<file path="src/rtl/diff_tx.sv">
// Pulse-width coded serial transmitter: sync low/high pair, 26 MSB-first data bits
// (short or long low phase per bit), then a low trailer before returning to idle-high.
module diff_tx #(
  parameter int DATA_PERIOD               = 20,
  parameter int HALF_DATA_PERIOD          = 10,
  parameter int QUARTER_DATA_PERIOD       = 5,
  parameter int THREE_QUARTER_DATA_PERIOD = 15
) (
  input  logic        clk_in,
  input  logic        rst_in,
  input  logic [25:0] code_in,
  input  logic        trigger_in,
  output logic        data_out,
  output logic        busy_out,
  output logic        done_out,
  output logic [2:0]  state_out
);

  localparam int CW = $clog2(DATA_PERIOD) + 1;

  localparam logic [2:0] S_IDLE  = 3'd0;
  localparam logic [2:0] S_SL    = 3'd1;
  localparam logic [2:0] S_SH    = 3'd2;
  localparam logic [2:0] S_DL    = 3'd3;
  localparam logic [2:0] S_DH    = 3'd4;
  localparam logic [2:0] S_TRAIL = 3'd5;

  localparam logic [CW-1:0] L_ONE   = CW'(1);
  localparam logic [CW-1:0] L_HALF  = CW'(HALF_DATA_PERIOD);
  localparam logic [CW-1:0] L_SHORT = CW'(QUARTER_DATA_PERIOD);
  localparam logic [CW-1:0] L_LONG  = CW'(THREE_QUARTER_DATA_PERIOD);

  logic [2:0]    r_state;
  logic          r_data;
  logic          r_done;
  logic [CW-1:0] r_cnt;
  logic [4:0]    r_idx;
  logic [25:0]   r_buf;

  logic [CW-1:0] w_lowLen;
  logic [CW-1:0] w_highLen;

  // The bit being sent always sits in the buffer MSB; a one stretches the low phase.
  always_comb begin
    w_lowLen  = r_buf[25] ? L_LONG  : L_SHORT;
    w_highLen = r_buf[25] ? L_SHORT : L_LONG;
  end

  always_ff @(posedge clk_in or negedge rst_in) begin
    if (!rst_in) begin
      r_state <= S_IDLE;
      r_data  <= 1'b1;
      r_done  <= 1'b0;
      r_cnt   <= '0;
      r_idx   <= 5'd25;
      r_buf   <= '0;
    end else begin
      r_done <= 1'b0;
      case (r_state)
        S_IDLE: begin
          r_data <= 1'b1;
          if (trigger_in) begin
            r_state <= S_SL;
            r_data  <= 1'b0;
            r_cnt   <= L_ONE;
            r_idx   <= 5'd25;
            r_buf   <= code_in;
          end
        end
        S_SL: begin
          if (r_cnt == L_HALF) begin
            r_state <= S_SH;
            r_data  <= 1'b1;
            r_cnt   <= L_ONE;
          end else begin
            r_cnt <= r_cnt + L_ONE;
          end
        end
        S_SH: begin
          if (r_cnt == L_HALF) begin
            r_state <= S_DL;
            r_data  <= 1'b0;
            r_cnt   <= L_ONE;
          end else begin
            r_cnt <= r_cnt + L_ONE;
          end
        end
        S_DL: begin
          if (r_cnt == w_lowLen) begin
            r_state <= S_DH;
            r_data  <= 1'b1;
            r_cnt   <= L_ONE;
          end else begin
            r_cnt <= r_cnt + L_ONE;
          end
        end
        S_DH: begin
          if (r_cnt == w_highLen) begin
            r_data <= 1'b0;
            r_cnt  <= L_ONE;
            if (r_idx != 5'd0) begin
              r_state <= S_DL;
              r_idx   <= r_idx - 5'd1;
              r_buf   <= {r_buf[24:0], 1'b0};
            end else begin
              r_state <= S_TRAIL;
            end
          end else begin
            r_cnt <= r_cnt + L_ONE;
          end
        end
        S_TRAIL: begin
          if (r_cnt == L_HALF) begin
            r_state <= S_IDLE;
            r_data  <= 1'b1;
            r_done  <= 1'b1;
            r_cnt   <= '0;
          end else begin
            r_cnt <= r_cnt + L_ONE;
          end
        end
        default: begin
          r_state <= S_IDLE;
          r_data  <= 1'b1;
          r_cnt   <= '0;
        end
      endcase
    end
  end

  assign data_out  = r_data;
  assign busy_out  = (r_state != S_IDLE);
  assign done_out  = r_done;
  assign state_out = r_state;

endmodule

</file>
<file path="config.mk">
export PLATFORM = sky130hd
export DESIGN_NAME = diff_tx
export DESIGN_NICKNAME = d
export VERILOG_FILES = /design/src/rtl/diff_tx.sv
export SDC_FILE = /design/constraint.sdc
export NUM_CORES = 1
export LEC_CHECK = 0
export CORE_ASPECT_RATIO = 1.5
export CORE_MARGIN = 3
export CORE_UTILIZATION = 46
export CTS_BUF_LIST = sky130_fd_sc_hd__clkbuf_4 sky130_fd_sc_hd__clkbuf_8
export CTS_CLUSTER_DIAMETER = 80
export CTS_CLUSTER_SIZE = 30
export DETAILED_ROUTE_END_ITERATION = 12
export GPL_TIMING_DRIVEN = 1
export PLACE_DENSITY = 0.7
export SYNTH_ARGS = -nofsm -noshare
export SYNTH_HDL_FRONTEND = slang
export SYNTH_SLANG_ARGS = --single-unit
export TNS_END_PERCENT = 5
</file>
<file path="constraint.sdc">
create_clock -name clk_in -period 2.3 [get_ports clk_in]
set_clock_uncertainty 0.1 [all_clocks]
set_input_delay 0.345 -clock clk_in [delete_from_list [all_inputs] [get_ports clk_in]]
set_output_delay 0.345 -clock clk_in [all_outputs]
set_load 0.01 [all_outputs]
</file>
=== Word-level counts from Yosys, hierarchy flattened ===
Cells that the tools add are included.

* Mux-type cells: 32
* Equal/unequal tests: 16
* $add $sub $neg: 2
* Reductions and logical operators: 9

{| class="wikitable"
|+ Operator list
! kind !! number
|-
| $mux W26 || 3
|-
| $pmux W26 S2 || 1
|-
| $mux W6 || 5
|-
| $pmux W6 S5 || 1
|-
| $mux W3 || 7
|-
| $pmux W3 S6 || 1
|-
| $mux W5 || 3
|-
| $ne A2 B2 Y1 const B || 7
|-
| $eq A6 B4 Y1 || 2
|-
| $pmux W5 S2 || 1
|-
| $mux W4 || 2
|-
| $reduce_and A4 Y1 || 2
|-
| $mux W1 || 7
|-
| $add A6 B1 Y6 const B || 1
|-
| $eq A3 B2 Y1 const B || 2
|-
| $eq A3 B3 Y1 const B || 2
|-
| $eq A6 B4 Y1 const B || 1
|-
| $reduce_and A6 Y1 || 1
|-
| $pmux W1 S5 || 1
|-
| $reduce_bool A5 Y1 || 1
|-
| $sub A5 B1 Y5 const B || 1
|-
| $reduce_or A2 Y1 || 2
|-
| $eq A3 B1 Y1 const B || 1
|-
| $logic_not A3 Y1 || 1
|-
| other kinds (3) || 3
|}

* Bits of input ports: 29
* Output and inout port bits: 6
* Word-level logic and storage cells: 65
* Flip-flop bits (word level): 42

=== Logic depth before layout (Yosys ltp) ===
Gate-level depths: netlist (run 1).

* Depth in word-level cells: 4
* Gate-level depth with buffers: 8
* Mapped depth without buffers: 7

=== Worst setup path before layout (run 1) ===
Ideal clock, no wire load.

* Path kind: reg2reg
* From: reg r_buf[25]
* To: reg r_data, in the netlist data_out
* Stages on the path, launching flop included: 7
* Clock period less this slack: 1.944 ns
* Library setup time: 0.085 ns
* Arrival time: 1.760 ns
* Slack: 0.356 ns
* Buffers on the path: 1
* Data required time: 2.115 ns
* Path through: dfrtp_1 -> buf_6 -> or3_1 -> a211o_1 -> and3b_4 -> nor2_8 -> mux2_1

* Cells in the longest elaborated chain, start to end: 4
* Elaborated cells on any way between the ends: 7
* Classes of those cells: 4 x eq/ne; 2 x mux; 1 x reduce/logical

{| class="wikitable"
|+ Ends and longest elaborated chain
! item !! line !! source
|-
| start: declaration || 38 || <nowiki>logic [25:0] r_buf;</nowiki>
|-
| start signal: assignment || 67 || <nowiki>r_buf <= code_in;</nowiki>
|-
| start signal: assignment || 104 || <nowiki>r_buf <= {r_buf[24:0], 1'b0};</nowiki>
|-
| $mux W4, on equally long branches || 45, 46 ||
|-
| $eq A6 B4 Y1, on equally long branches || 89, 98 ||
|-
| $ne A2 B2 Y1 (no source line) || - ||
|-
| $reduce_and A4 Y1 (no source line) (*) || - ||
|-
| end signal: assignment || 52 || <nowiki>r_data <= 1'b1;</nowiki>
|-
| end signal: assignment || 91 || <nowiki>r_data <= 1'b1;</nowiki>
|-
| end signal: assignment || 99 || <nowiki>r_data <= 1'b0;</nowiki>
|-
| end: declaration || 34 || <nowiki>logic r_data;</nowiki>
|}

Every way passes the cells marked *; elsewhere a longest branch is shown, timed or not.
A chain may end at the register's enable or synchronous reset.

=== Worst setup path after layout (run 1) ===
* From: reg r_idx[1]
* To: reg r_buf[4]

* Cells in the longest elaborated chain, start to end: 3

{| class="wikitable"
|+ Ends and longest elaborated chain
! item !! line !! source
|-
| start: declaration || 37 || <nowiki>logic [4:0] r_idx;</nowiki>
|-
| start signal: assignment || 103 || <nowiki>r_idx <= r_idx - 5'd1;</nowiki>
|-
| $reduce_bool A5 Y1 || 101 || <nowiki>if (r_idx != 5'd0) begin</nowiki>
|-
| $ne A2 B2 Y1 (no source line) || - ||
|-
| $reduce_and A4 Y1 (no source line) || - ||
|}

No other way between the ends.

==> summary by stage, run 1 <==
Pwr
The internal power of the cells totals 1.86 mW. The static leakage is 1.14 nW. The worst supply voltage drop on vdd is 636 uV. The part of the power in combinational logic is 0.371. The share of total power dissipated in the clock network is 0.167.

In this run the power spent charging and discharging nets is 1.06 mW. Of the total power, the share spent switching nets is 0.364. The share of total power dissipated in sequential elements is 0.462. The design draws 2.92 mW. The power density over cell area is 1070 nW/um^2.

Yosys
The most numerous cell in the Yosys netlist is nor2_1. After technology mapping, the gate count stands at 226. The number of nets in the synthesized netlist is 259. A synthesized cell averages 9.68 sq um. Sorting the synthesized cells by how often they occur yields nor2_1, dfrtp_1, o22ai_1, nand2_1, o21ai_1. Yosys mapped the design onto 50 distinct sky130hd cell types. The register bit count reported by yosys is 42.

The cell type contributing the most total cell area after synthesis is dfrtp_1. Of the post-synthesis cell area, the dominant cell type holds 0.435. By area the synthesized netlist is led by dfrtp_1, nor2_1, o22ai_1, dfstp_2, buf_6. The number of synthesized flops with an enable pin is 0. The proportion of synthesized flip-flops having asynchronous set or reset is 1.00. The primary flip-flop cell chosen by synthesis mapping is dfrtp_1. The post-synthesis sequential area ratio is 0.483. The post-synthesis instance area is 2190 sq um. The synthesis warning total is 0.

Floorplan
The overall die width is 62.3 um. The area enclosed by the die boundary is 5640 sq um. The initial utilization of the core area, before any placement, comes to 0.482.

The total area inside the core boundary comes to 4540 sq um. The number of cell rows is 30. Measured along the y axis, the die boundary spans 90.5 um. In this run the count of I/O pins placed on the die edge is 35.

Detailed routing
In the routed design, unresolved DRC markers number 0. Detailed routing inserted a total of 1,799 vias. The iteration-0 DRC count of the detailed router is 71. After detailed routing, the wire length on met1 is 1910 um. The met2 wire length is 2460 um. The pre-antenna-repair detailed-routing pass consisted of 4 iterations. For this block, the routed nets add up to 4630 um of wire. In the detailed route, the total length drawn on met3 is 174 um. The top routing layer in use is met4.

The detail route stage leaves a number of antenna-violating nets equal to 0. Using the TritonRoute via totals, the vias-per-cell ratio works out to 5.40. The per-cell routed wire length is 13.9 um.

Setup path
The worst reg-to-reg path cell count is 8. The required arrival time at the worst endpoint is 2.38 ns. The critical path start-end classification is flip-flop to flip-flop.

The worst register-to-register path has a setup slack of 0.19 ns. The startpoint type of the worst setup path is a flip-flop. The arrival time reported for the critical path endpoint is 2.19 ns. The startpoint identified for the worst register-to-register timing path is r_idx[1]$_DFFE_PN0P_. The most critical setup path has its startpoint at r_idx[1]$_DFFE_PN0P_. The type of destination of the critical path is a flip-flop. The maximum fanout encountered on the critical timing path is 12.

Clock network
The tree is rooted in a clkbuf_8. The clock drives 42 sinks. TritonCTS built the clock tree. The number of H-tree levels is 2. After clock tree synthesis, the clock-pin slew on the worst setup and hold paths is 0.08 ns. Clock tree synthesis inserted a total of 5 buffers. The clock passes through at most 2 buffers. Post-CTS timing repair inserted 0 buffers for setup. The insertion delay to the later sink of the worst-skew pair is 0.29 ns.

Timing
Counting I/O delays and the setup requirement, the final critical path takes 2.11 ns. In the final timing run, aggregate negative setup slack is 0 ns. The relative slew slack is 0.656. Setup repair after global routing left no endpoint under its margin. Final hold analysis gives a worst-case slack of 0.429 ns.

The achievable clock frequency is 475 MHz. For the pin with the worst max-slew slack, the measured transition is 0.514 ns. The max-slew violation count is 0. The final count of negative-setup-slack endpoints is 0. The final worst-path cycle share is 0.916. The number of hold violations in the final report is 0.

Global route
The first global-routing pass estimated 7830 um of wire. Global routing finished with a remaining overflow of 0. Across every metal layer, demand over resource in global routing totals 0.171. The maximum number of pins on one net before global-route repair is 43. The number of antenna violations at the first check in global routing is 0. The number of global-route vias before repair is 1,805.

Flow run
The tool flagged a number of max-cap violations equal to 0.

Cells and area
The fill cell instance count of the final layout is 405. The combined area of the multi-input logic cells is 1030 sq um. The synthesis-to-layout area growth is 25.0%.

At the end of the flow, the number of nets in the layout was 301. In the final layout, the share of cells above drive strength 1 is 0.141. 0 antenna diodes ended up in the layout. Registers take 1060 sq um.

Hold path
The launch point of the worst hold path is r_buf[13]$_DFFE_PN0P_. The class of the tightest hold or removal check is flip-flop to flip-flop. Along the worst hold path, the cell count comes to 2.

Status
The flow ran to the end, and the final reports show no timing, DRC or antenna violations.

Placement
Buffers placed on the I/O ports in this run total 34. The sum of net half-perimeters after detailed placement is 3280 um. The final weighted congestion in routability-driven placement is 0.874.
-- registers in the layout, indices dropped and copies added (netlist names) --
register and flops:
data_out 1, done_out 1, r_buf 26, r_cnt 6, r_idx 5, state_out 3
-- area by class of cell --
class / count / share of cell area
flip-flops and latches: 42 / 0.386
inverters: 7 / 0.00961
multi-input cells: 165 / 0.376
clock inverters: 2 / 0.00458
clock buffers: 6 / 0.0302
repair buffers: 47 / 0.164
well taps: 64 / 0.0293
-- routing by layer --
| metal | global-route usage | vias up |
|---|---|---|
| li1 | - | 889 |
| met1 | 0.191 | 848 |
| met2 | 0.311 | 55 |
| met3 | 0.0299 | 7 |
| met4 | 0.0773 | 0 |
| met5 | 0 | - |
-- cells in the final DEF, fill, tap and decap left out, types with 2 or more instances in the layout --
master	n
nor2_1	56
dfrtp_1	38
clkdlybuf4s50_1	33
o22ai_1	27
buf_4	11
nand2_1	8
o21ai_1	8
inv_1	7
nand3_1	7
clkbuf_8	6
or3_1	5
nor3_1	4
o21ai_0	4
ha_1	4
dfstp_2	4
a21oi_1	3
a31oi_1	3
nor3b_1	2
o211ai_4	2
o311ai_1	2
mux2i_1	2
-- stage by stage --
step | util | worst slack (ns) | cells | area, sq um
floorplan | - | 0.356 | 226 | 2190
global placement | 0.574 | 0.154 | 323 | 2610
detailed placement | 0.574 | 0.0655 | 323 | 2610
CTS | 0.597 | 0.0618 | 332 | 2710
global route | 0.602 | 0.0290 | 333 | 2730
finish | 0.602 | 0.194 | 333 | 2730
-- final timing paths --
path | end
setup / recovery | r_buf[4]$_DFFE_PN0P_
setup reg to reg | r_buf[4]$_DFFE_PN0P_
hold reg to reg | r_buf[13]$_DFFE_PN0P_
hold / removal | r_buf[13]$_DFFE_PN0P_
max in group asynchronous | data_out$_DFFE_PN1P_
min in group asynchronous | r_cnt[5]$_DFFE_PN0N_
-- critical path: stages, from the launching register on --
cell and delay, ns:
dfrtp_1 0.39, inv_1 0.10, ha_1 0.13, or4b_1 0.60, nand2_2 0.17, a2bb2oi_4 0.10
buf_4 0.19, o22ai_1 0.15, nor2_1 0.06
-- power groups by stage --
stage / Sequential [mW] / Combinational (mW) / Clock (mW)
after CTS: 1.35 / 1.09 / 0.508
after global placement: 1.36 / 1.06 / 0
after global routing: 1.40 / 1.21 / 0.541
final: 1.35 / 1.08 / 0.487
after floorplan: 1.30 / 0.788 / 0
after detailed placement: 1.36 / 1.08 / 0
-- cell families (layout without fill, tap and decap cells) --
| family | Yosys count | count (layout) | synth area share |
|---|---|---|---|
| DFF | 42 | 42 | 0.483 |
| xor gates and xnor gates | 1 | 1 | 0.00401 |
| AOI/OAI and AO/OA | 59 | 60 | 0.195 |
| buffers and inverters | 20 | 62 | 0.0566 |
| muxes | 4 | 4 | 0.0195 |
| and+or+nand+nor | 96 | 96 | 0.220 |
| adders and majority gates | 4 | 4 | 0.0229 |
-- repair_timing --
item | in CTS | in global routing
endpoints found under the setup margin | 0 | 27
resized for setup | 0 | 1
hold endpoints to repair | 38 | 0
hold buffers | 1 | 0
(Power assumes the default switching activity.)
==> run 2: changes to the inputs <==
==> constraint.sdc (replaced) <==
create_clock -name clk_in -period 2.45 [get_ports clk_in]
set_clock_uncertainty 0.1 [all_clocks]
set_input_delay 0.3675 -clock clk_in [delete_from_list [all_inputs] [get_ports clk_in]]
set_output_delay 0.3675 -clock clk_in [all_outputs]
set_load 0.01 [all_outputs]
==> run 2 against run 1 <==
Against the previous run:
- the run now ends with negative hold slack left
- clock-buffer cell count increased by 1
- routed wire length decreased by 2.9%
- via count decreased by 1.9%
- critical path depth decreased by 6
- sequential share of layout area increased by 0.28 points
- clock power increased by 15%
- power decreased by 3.1%
- critical endpoint is now busy_out
- largest cell class unchanged
==> summary by stage, run 2 (synthesis results as in run 1) <==
Status
The flow ran to the end, but the final reports show violations. The checks that failed: negative hold slack.

Pwr
The power density over cell area is 1040 nW/um^2. VDD sags by at most 484 uV. The static leakage is 1.14 nW.

The completed layout was analyzed and its total power is 2.83 mW.

Placement
The final weighted congestion in routability-driven placement is 0.875. The post-place instance area is 2600 sq um. Summed over all nets, the half-perimeter wirelength after detailed placement is 3240 um. The number of I/O port buffers is 34.

Timing
The number of hold violations in the final report is 22. Static timing analysis puts the maximum clock frequency at 477 MHz. At the pin with the least slew margin, the transition time is 0.598 ns. The shortest clock period the worst path allows after layout is 2.10 ns. In this run the tightest slew margin relative to its limit is 0.602. Setup repair after global routing left no endpoint under its margin.

The max-slew violation count is 0. On the final layout, the worst hold slack is -0.0230 ns. For the final routed database, the setup TNS stands at 0 ns. Setup violations remaining at the end of the flow were counted as 0.

The final worst-path cycle share is 0.855.

Cells and area
The largest register by flop count is r_buf. The largest registers in the layout are r_buf: 26 flops, r_cnt: 6 flops, r_idx: 5 flops. The leading cell type in the layout, fill and taps excluded is nor2_1.

The register with the most flip-flops in the layout has 26 of them. The final instance area is 2710 sq um. For this run, the share of the core covered by cells in the final layout is 0.598. The area growth from synthesis to layout is 24.1%.

The library cells used most frequently in the layout, excluding fill and tap cells, are nor2_1, dfrtp_1, clkdlybuf4s50_1. After the last flow step, the layout net total stands at 298. The antenna diode count is 0. In the final layout, the share of cells above drive strength 1 is 0.135.

Floorplan
The core region is 4540 sq um. The initial utilization of the core area, before any placement, comes to 0.482. The number of I/O pins is 35.

In this run the vertical extent of the chip is 90.5 um. The overall die width is 62.3 um. The number of cell rows is 30. The area enclosed by the die boundary is 5640 sq um.

Detailed routing
The iteration-0 DRC count of the detailed router is 97. The number of vias in the routed layout is 1,764. The number of iterations in the first detailed-routing pass is 4. The post-detailed-route count of antenna-violating nets is 0. The wire length reported by the detailed router is 4500 um. The ratio of routed vias to standard cells is 5.35. The per-cell routed wire length is 13.6 um. For this run, design rule violations remaining after detail routing come to 0.

Clock network
The number of H-tree levels is 2. Counting every sink on the clock net gives 42. The post-CTS setup-driven buffer insertion count is 0. Hold repair after CTS inserted 0 buffers.

The post-cts sizing count is 0. The clock-pin slew on the worst setup and hold paths is 0.08 ns. The worst-case clock buffer depth is 2.

The root buffer cell is clkbuf_8. TritonCTS created 5 clock buffers. TritonCTS built the clock tree. The later pin in the worst-skew pair is clocked with a latency of 0.29 ns.

Setup path
For this run, the slowest stage of the critical path takes 0.51 ns. The cell at the slowest stage of the critical path is clkdlybuf4s50_1. At the worst endpoint, the required time is 1.98 ns. The origin of the critical flop-to-flop path is r_buf[25]$_DFFE_PN0P_. Data arrives at the worst endpoint at 1.63 ns. STA classifies the critical path startpoint as a flip-flop. The critical path in this run is classified as flip-flop to primary output. The critical path goes through or3_1 -> clkdlybuf4s50_1.

The number of buffer and inverter stages on the critical path is 1. STA classifies the critical path endpoint as a primary output. The maximum fanout encountered on the critical timing path is 5. Tracing the worst setup path back leads to its startpoint at state_out[2]$_DFFE_PN0P_. The critical path's top delay family is buffers and inverters.

Global route
The number of global-route vias before repair is 1,735. For this run, the total global-route usage over all layers was measured as 0.170. Entering global routing, the biggest net connects 29 pins.

The total overflow left after global routing is 0. The number of antenna violations at the first check in global routing is 0. The first global-routing pass estimated 7750 um of wire.

Hold path
In this run the worst hold path is classified as input pin to asynchronous set/reset pin.

Flow run
Max-cap violations in this run came to 0.
==> run 2: per-layer routing <==
layer / global-route usage / part of all wire / vias up
li1: - / - / 886
met1: 0.195 / 0.43 / 827
met2: 0.306 / 0.52 / 44
met3: 0.0349 / 0.036 / 7
met4: 0.0663 / 0.015 / 0
met5: 0 / 0 / -
==> run 2: worst paths after layout <==
check                                        to  slack, ns  cells past startpoint
min in group clk_in        r_buf[4]$_DFFE_PN0P_       0.43                      2
setup reg to reg           r_buf[1]$_DFFE_PN0P_       0.36                      6
hold / removal             r_cnt[2]$_DFFE_PN0N_      -0.02                      1
hold reg to reg            r_buf[4]$_DFFE_PN0P_       0.43                      2
max in group asynchronous  r_buf[5]$_DFFE_PN0P_       1.71                      2
setup / recovery                       busy_out       0.35                      2
==> run 2: stage by stage <==
step | setup WS [ns] | instances
after floorplan | 0.506 | 226
after global placement | 0.308 | 322
after detailed placement | 0.278 | 322
after CTS | 0.338 | 330
after global routing | 0.203 | 330
final | 0.354 | 330
==> run 2: where the power goes <==
part	total [mW]	switching (mW)	internal, mW	leakage (nW)
registers	1.27	0.249	1.03	0.504
clock network	0.558	0.231	0.327	0.0593
logic	1.00	0.511	0.490	0.574
==> run 2: final cells by class <==
cell class                      count  area, sq um
Fill cell                         422         1830
Sequential cell                    42         1060
Multi-Input combinational cell    164         1010
Timing Repair Buffer               45          430
Clock buffer                        7         83.8
Tap cell                           64         80.1
Clock inverter                      1         30.0
Inverter                            7         26.3
